[src/rtl/cordic_pkg.sv]
// Shared definitions for the CORDIC datapath stream blocks: default widths,
// slice-count derivation and the result-reader state encoding.
package cordic_pkg;

    localparam int unsigned CORDIC_DATA_WIDTH       = 56;
    localparam int unsigned CORDIC_INPUT_DATA_WIDTH = 49;

    typedef enum logic [1:0] {
        IDLE,
        SEND,
        DONE
    } rdr_state_t;

    function automatic int unsigned num_slices(input int unsigned data_w,
                                               input int unsigned slice_w);
        return data_w / slice_w;
    endfunction

endpackage

[src/rtl/cordic_sync_fifo.sv]
// Single-clock FIFO with occupancy count and synchronous flush. A push into a
// full FIFO is accepted when a pop happens on the same edge.
module cordic_sync_fifo #(
    parameter int unsigned WIDTH = 56,
    parameter int unsigned DEPTH = 4
) (
    input  logic                         clk_i,
    input  logic                         rst_ni,
    input  logic                         flush_i,
    input  logic                         push_i,
    input  logic [WIDTH-1:0]             wdata_i,
    input  logic                         pop_i,
    output logic [WIDTH-1:0]             rdata_o,
    output logic                         full_o,
    output logic                         empty_o,
    output logic [$clog2(DEPTH+1)-1:0]   count_o
);

    localparam int unsigned AW = (DEPTH > 1) ? $clog2(DEPTH) : 1;
    localparam int unsigned CW = $clog2(DEPTH + 1);

    logic [WIDTH-1:0] mem_q [DEPTH];
    logic [WIDTH-1:0] mem_d [DEPTH];
    logic [AW-1:0]    wr_ptr_q, wr_ptr_d;
    logic [AW-1:0]    rd_ptr_q, rd_ptr_d;
    logic [CW-1:0]    cnt_q, cnt_d;
    logic             do_push, do_pop;

    assign full_o  = (cnt_q == CW'(DEPTH));
    assign empty_o = (cnt_q == '0);
    assign count_o = cnt_q;
    assign rdata_o = mem_q[rd_ptr_q];

    assign do_push = push_i && (!full_o || pop_i);
    assign do_pop  = pop_i && !empty_o;

    always_comb begin
        mem_d    = mem_q;
        wr_ptr_d = wr_ptr_q;
        rd_ptr_d = rd_ptr_q;
        cnt_d    = cnt_q;
        if (flush_i) begin
            wr_ptr_d = '0;
            rd_ptr_d = '0;
            cnt_d    = '0;
        end else begin
            if (do_push) begin
                mem_d[wr_ptr_q] = wdata_i;
                wr_ptr_d        = wr_ptr_q + AW'(1);
            end
            if (do_pop) begin
                rd_ptr_d = rd_ptr_q + AW'(1);
            end
            cnt_d = cnt_q + CW'(do_push) - CW'(do_pop);
        end
    end

    always_ff @(posedge clk_i or negedge rst_ni) begin
        if (!rst_ni) begin
            for (int i = 0; i < int'(DEPTH); i++) begin
                mem_q[i] <= '0;
            end
            wr_ptr_q <= '0;
            rd_ptr_q <= '0;
            cnt_q    <= '0;
        end else begin
            mem_q    <= mem_d;
            wr_ptr_q <= wr_ptr_d;
            rd_ptr_q <= rd_ptr_d;
            cnt_q    <= cnt_d;
        end
    end

endmodule

[src/rtl/cordic_result_reader.sv]
// Buffers CORDIC result words and serialises them MSB-first into slices on a
// ready/valid port, flagging the terminator word and counting transfers.
module cordic_result_reader
    import cordic_pkg::*;
#(
    parameter int unsigned DATA_WIDTH       = CORDIC_DATA_WIDTH,
    parameter int unsigned INPUT_DATA_WIDTH = CORDIC_INPUT_DATA_WIDTH,
    parameter int unsigned SLICE_WIDTH      = 8,
    parameter int unsigned FIFO_DEPTH       = 4,
    parameter int unsigned CNT_WIDTH        = 16
) (
    input  logic                        i_clk,
    input  logic                        i_async_rst,
    input  logic                        i_enable,
    input  logic [INPUT_DATA_WIDTH-1:0] i_stop_code,
    input  logic                        i_vld,
    input  logic [DATA_WIDTH-1:0]       i_data,
    input  logic                        i_rdy,
    output logic                        o_vld,
    output logic [SLICE_WIDTH-1:0]      o_slice,
    output logic                        o_last,
    output logic [CNT_WIDTH-1:0]        o_word_cnt,
    output logic                        o_overflow,
    output logic                        o_busy
);

    localparam int unsigned NUM_SLICES = num_slices(DATA_WIDTH, SLICE_WIDTH);
    localparam int unsigned IDX_W      = (NUM_SLICES > 1) ? $clog2(NUM_SLICES) : 1;
    localparam int unsigned FCW        = $clog2(FIFO_DEPTH + 1);
    localparam logic [IDX_W-1:0] LAST_IDX = IDX_W'(NUM_SLICES - 1);

    rdr_state_t            state_q, state_d;
    logic [DATA_WIDTH-1:0] shift_q, shift_d;
    logic [IDX_W-1:0]      idx_q, idx_d;
    logic                  match_q, match_d;
    logic                  vld_q, vld_d;
    logic [CNT_WIDTH-1:0]  cnt_q, cnt_d;
    logic                  ovf_q, ovf_d;

    logic                  fifo_pop, fifo_flush, fifo_full, fifo_empty;
    logic [DATA_WIDTH-1:0] fifo_head;
    logic [FCW-1:0]        fifo_count;
    logic                  load;

    cordic_sync_fifo #(
        .WIDTH (DATA_WIDTH),
        .DEPTH (FIFO_DEPTH)
    ) u_fifo (
        .clk_i   (i_clk),
        .rst_ni  (i_async_rst),
        .flush_i (fifo_flush),
        .push_i  (i_vld && i_enable),
        .wdata_i (i_data),
        .pop_i   (fifo_pop),
        .rdata_o (fifo_head),
        .full_o  (fifo_full),
        .empty_o (fifo_empty),
        .count_o (fifo_count)
    );

    always_comb begin
        state_d    = state_q;
        shift_d    = shift_q;
        idx_d      = idx_q;
        match_d    = match_q;
        vld_d      = vld_q;
        cnt_d      = cnt_q;
        fifo_pop   = 1'b0;
        fifo_flush = 1'b0;
        load       = 1'b0;

        unique case (state_q)
            IDLE: begin
                load = !fifo_empty;
            end
            SEND: begin
                if (vld_q && i_rdy) begin
                    if (idx_q == LAST_IDX) begin
                        cnt_d = cnt_q + CNT_WIDTH'(1);
                        if (match_q) begin
                            state_d = DONE;
                            vld_d   = 1'b0;
                        end else if (!fifo_empty) begin
                            load = 1'b1;
                        end else begin
                            state_d = IDLE;
                            vld_d   = 1'b0;
                        end
                    end else begin
                        shift_d = shift_q << SLICE_WIDTH;
                        idx_d   = idx_q + IDX_W'(1);
                    end
                end
            end
            DONE: begin
                if (!i_enable) begin
                    fifo_flush = 1'b1;
                    cnt_d      = '0;
                    state_d    = IDLE;
                end
            end
            default: begin
                state_d = IDLE;
                vld_d   = 1'b0;
            end
        endcase

        // Loading pops the head so the next word follows the last slice with no bubble.
        if (load) begin
            fifo_pop = 1'b1;
            shift_d  = fifo_head;
            match_d  = (fifo_head[INPUT_DATA_WIDTH-1:0] == i_stop_code);
            idx_d    = '0;
            vld_d    = 1'b1;
            state_d  = SEND;
        end

        ovf_d = ovf_q | (i_vld && i_enable && fifo_full && !fifo_pop);
    end

    always_ff @(posedge i_clk or negedge i_async_rst) begin
        if (!i_async_rst) begin
            state_q <= IDLE;
            shift_q <= '0;
            idx_q   <= '0;
            match_q <= 1'b0;
            vld_q   <= 1'b0;
            cnt_q   <= '0;
            ovf_q   <= 1'b0;
        end else begin
            state_q <= state_d;
            shift_q <= shift_d;
            idx_q   <= idx_d;
            match_q <= match_d;
            vld_q   <= vld_d;
            cnt_q   <= cnt_d;
            ovf_q   <= ovf_d;
        end
    end

    assign o_vld      = vld_q;
    assign o_slice    = shift_q[DATA_WIDTH-1 -: SLICE_WIDTH];
    assign o_last     = vld_q && match_q && (idx_q == LAST_IDX);
    assign o_word_cnt = cnt_q;
    assign o_overflow = ovf_q;
    assign o_busy     = (state_q != IDLE) || (fifo_count != '0);

endmodule

[config.mk]
export PLATFORM = sky130hd
export DESIGN_NAME = cordic_result_reader
export DESIGN_NICKNAME = d
export VERILOG_FILES = /design/src/rtl/cordic_pkg.sv /design/src/rtl/cordic_sync_fifo.sv /design/src/rtl/cordic_result_reader.sv
export SDC_FILE = /design/constraint.sdc
export NUM_CORES = 1
export LEC_CHECK = 0
export BUFFER_PORTS_ARGS = -buffer_cell sky130_fd_sc_hd__buf_2
export CORE_UTILIZATION = 35
export CTS_CLUSTER_DIAMETER = 120
export CTS_CLUSTER_SIZE = 24
export DETAILED_ROUTE_END_ITERATION = 7
export PLACE_DENSITY = 0.51
export SYNTH_ARGS = -nofsm -noshare
export SYNTH_HDL_FRONTEND = slang
export SYNTH_SLANG_ARGS = --single-unit
[constraint.sdc]
create_clock -name i_clk -period 4.8 [get_ports i_clk]
set_clock_uncertainty 0.2 [all_clocks]
set_input_delay 0.24 -clock i_clk [delete_from_list [all_inputs] [get_ports i_clk]]
set_output_delay 0.24 -clock i_clk [all_outputs]
set_load 0.01 [all_outputs]
==> qor.yml <==
die:
  rows: 74
  initial_core_util_pct: 35.49
  io_pins: 138
  core_um2: 40830
  die_h_um: 205.5
  die_width_um: 205.5
  dieArea_um2: 42230
drt:
  drt_pass1_iterations: 5
  vias: 9479
  drc_errors: 0
  drtIter0Drc: 617
  routedWlPerCell_um: 20.77
  ant_nets: 0
  wirelength_um: 37790
  vias_per_cell: 5.211
placed_design:
  routabilityCongestion: 0.8257
  dp_hpwl_um: 25370
  port_buffers: 137
  pre_cts_ws_ps: 1460
grt:
  overflow: 0
  grt_antenna_before_repair: 3
  grt_usage_pct: 18.11
  grt_pass1_wl_um: 58280
  grt_max_degree: 102
  first_global_vias: 9541
yosys:
  synthFlopType: "dfrtp_1"
  synth_mux_area_share_pct: 26.95
  syn_area_per_cell_um2: 12.91
  syn-cell-area_um2: 14490
  yosys.cell_types.count: 46
  yosys_register_bits: 311
  synthAdderAreaFrac_pct: 0.9151
  yosysMostFrequentCell: "dfrtp_1"
  synth.net_count: 1243
  seq_area_frac_synth_pct: 53.70
  synth_compound_area_share_pct: 4.066
  synth_xor_area_share_pct: 3.807
  yosys_warnings: 0
  synthTopCellsByArea: "dfrtp_1 (54%), mux2_2 (18%), mux4_2 (5.4%)"
  synthCells: 1123
  synth_top_family_by_area: "multiplexers"
  yosys-top-cells-count: "dfrtp_1 (311), mux2_2 (226), nand2_1 (129)"
  synthSimpleGateAreaFrac_pct: 7.433
  synth-edff-count: 0
  yosysTopAreaCell: "dfrtp_1"
  async_flop_share_pct: 100.0
  synth.top_cell.area_share_pct: 53.70
cts:
  cts-root-buf: "clkbuf_16"
  path_clk_slew_ps: 100
  cts-resized-gates: 0
  tritoncts: "built"
  clk_latency_ps: 510
  h-tree-depth: 1
  cts_buffers: 16
  cts_buffer_depth: 3
  numClockSinks: 311
sta:
  fin_tns_setup_ps: 0
  post-route-period-util_pct: 78.79
  period_needed_ps: 3782
  tightest_slew_ps: 1036
  layout_setup_ws_ps: 1018
  slew_headroom_pct: 30.91
  setup_viol: 0
  hold_viol: 0
  finalMaxSlewViolations: 0
  fmax_mhz: 264.4
  rsz0062_at_grt: "no"
job:
  drv_cap: 0
pwr:
  p_per_area_nw_per_um2: 600.1
  leakage_nw: 7.375
  peakVddDrop_mv: 0.2748
  power_mw: 10.04
worst_setup_path:
  cp.required_ps: 5020
  critical_path_class: "reg -> reg"
  start_kind: "flop"
  worstSetupEndpointType: "flop"
  cp_max_fo: 42
  arrival_ps: 4000
status:
  status: "finished clean"
worst_hold_path:
  hold_class: "in -> reg"
finish:
  layout-area-overhead-vs-synth_pct: 15.48
  drive_above_1_share_pct: 34.65
  nets: 1405
  antenna_cells: 0
==> sequential cells by signal, indices dropped and copies added (netlist names) <==
signal           flops
match_q              1
u_fifo.mem_q       224
u_fifo.count_o       3
o_overflow           1
u_fifo.wr_ptr_q      2
u_fifo.rd_ptr_q      2
state_q              2
shift_q             56
o_vld                1
idx_q                3
o_word_cnt          16
==> cells in the final DEF (no fill, tap or decap), types with 5 or more instances in the layout <==
cell type	count
mux4_1	10
a31oi_1	48
buf_4	17
xnor2_1	37
nand3_1	13
dfrtp_1	309
a21oi_1	11
ha_1	9
inv_1	15
nand4_1	12
mux4_2	35
dlygate4sd3_1	63
nand2_1	124
nor3_1	5
buf_2	136
mux2_2	226
xor2_1	26
clkbuf_16	17
o21ai_0	11
mux2i_1	31
nor2_1	74
nor4_1	8
==> cell families after synthesis <==
group | Yosys count
flip-flops | 311
multiplexers | 302
AND/OR/NAND/NOR | 256
AO/OA/AOI/OAI | 91
buffers and inverters | 90
XOR/XNOR | 63
adder cells (fa/ha/maj) | 10
==> report_power, final <==
part	switching, mW	internal (mW)
Sequential	0.746	3.78
Combinational	1.88	2.14
Clock	0.857	0.647
Total	3.48	6.56
==> through the flow <==
step                      utilization (%)  hold WS [ps]  std cells  area, um^2
after floorplan                         -        -255.6       1123       14490
after global placement              38.37         152.0       1736       15670
after detailed placement            38.37         158.5       1736       15670
after CTS                           40.99         64.02       1819       16740
after global routing                40.99         103.6       1819       16740
final                               40.99         71.96       1819       16740
==> routing by layer <==
layer | track usage, % | part of all wire (%) | vias to the layer above
met5 | 0 | 0.098 | -
met4 | 2.646 | 1.3 | 6
met3 | 2.724 | 4.4 | 38
met2 | 28.78 | 47 | 211
met1 | 26.55 | 48 | 4912
li1 | - | - | 4312
==> area by class of cell <==
| cell class | instances | area [um^2] |
|---|---|---|
| multi-input cells | 722 | 6294 |
| clock buffers | 20 | 436.7 |
| fillers | 3904 | 24100 |
| inverters | 15 | 56.30 |
| well taps | 532 | 665.6 |
| repair buffers | 219 | 1494 |
| flip-flops and latches | 311 | 7790 |
==> final timing paths <==
check,start,endpoint,slack [ps],cells past startpoint
max in group asynchronous,i_async_rst,u_fifo.mem_q[200],3090,3
worst max-delay path,u_fifo.rd_ptr_q[0],match_q,1020,7
worst max register to register,u_fifo.rd_ptr_q[0],match_q,1020,7
worst min-delay path,i_stop_code[17],match_q,70,5
min in group asynchronous,i_async_rst,o_word_cnt[9],160,2
worst min register to register,o_overflow,o_overflow,300,1
==> what timing repair did <==
action	in CTS	in global routing
buffers inserted	0	0
hold endpoints to repair	325	0
hold buffers	63	0
==> worst max-delay path: stages (launching register included) <==
cell	delay, ps
dfrtp_4	1030
buf_4	380
mux4_2	590
xor2_1	160
nor4_1	250
nand4_1	120
dlygate4sd3_1	590
o41ai_2	320
Power figures use the tool's default switching activity.
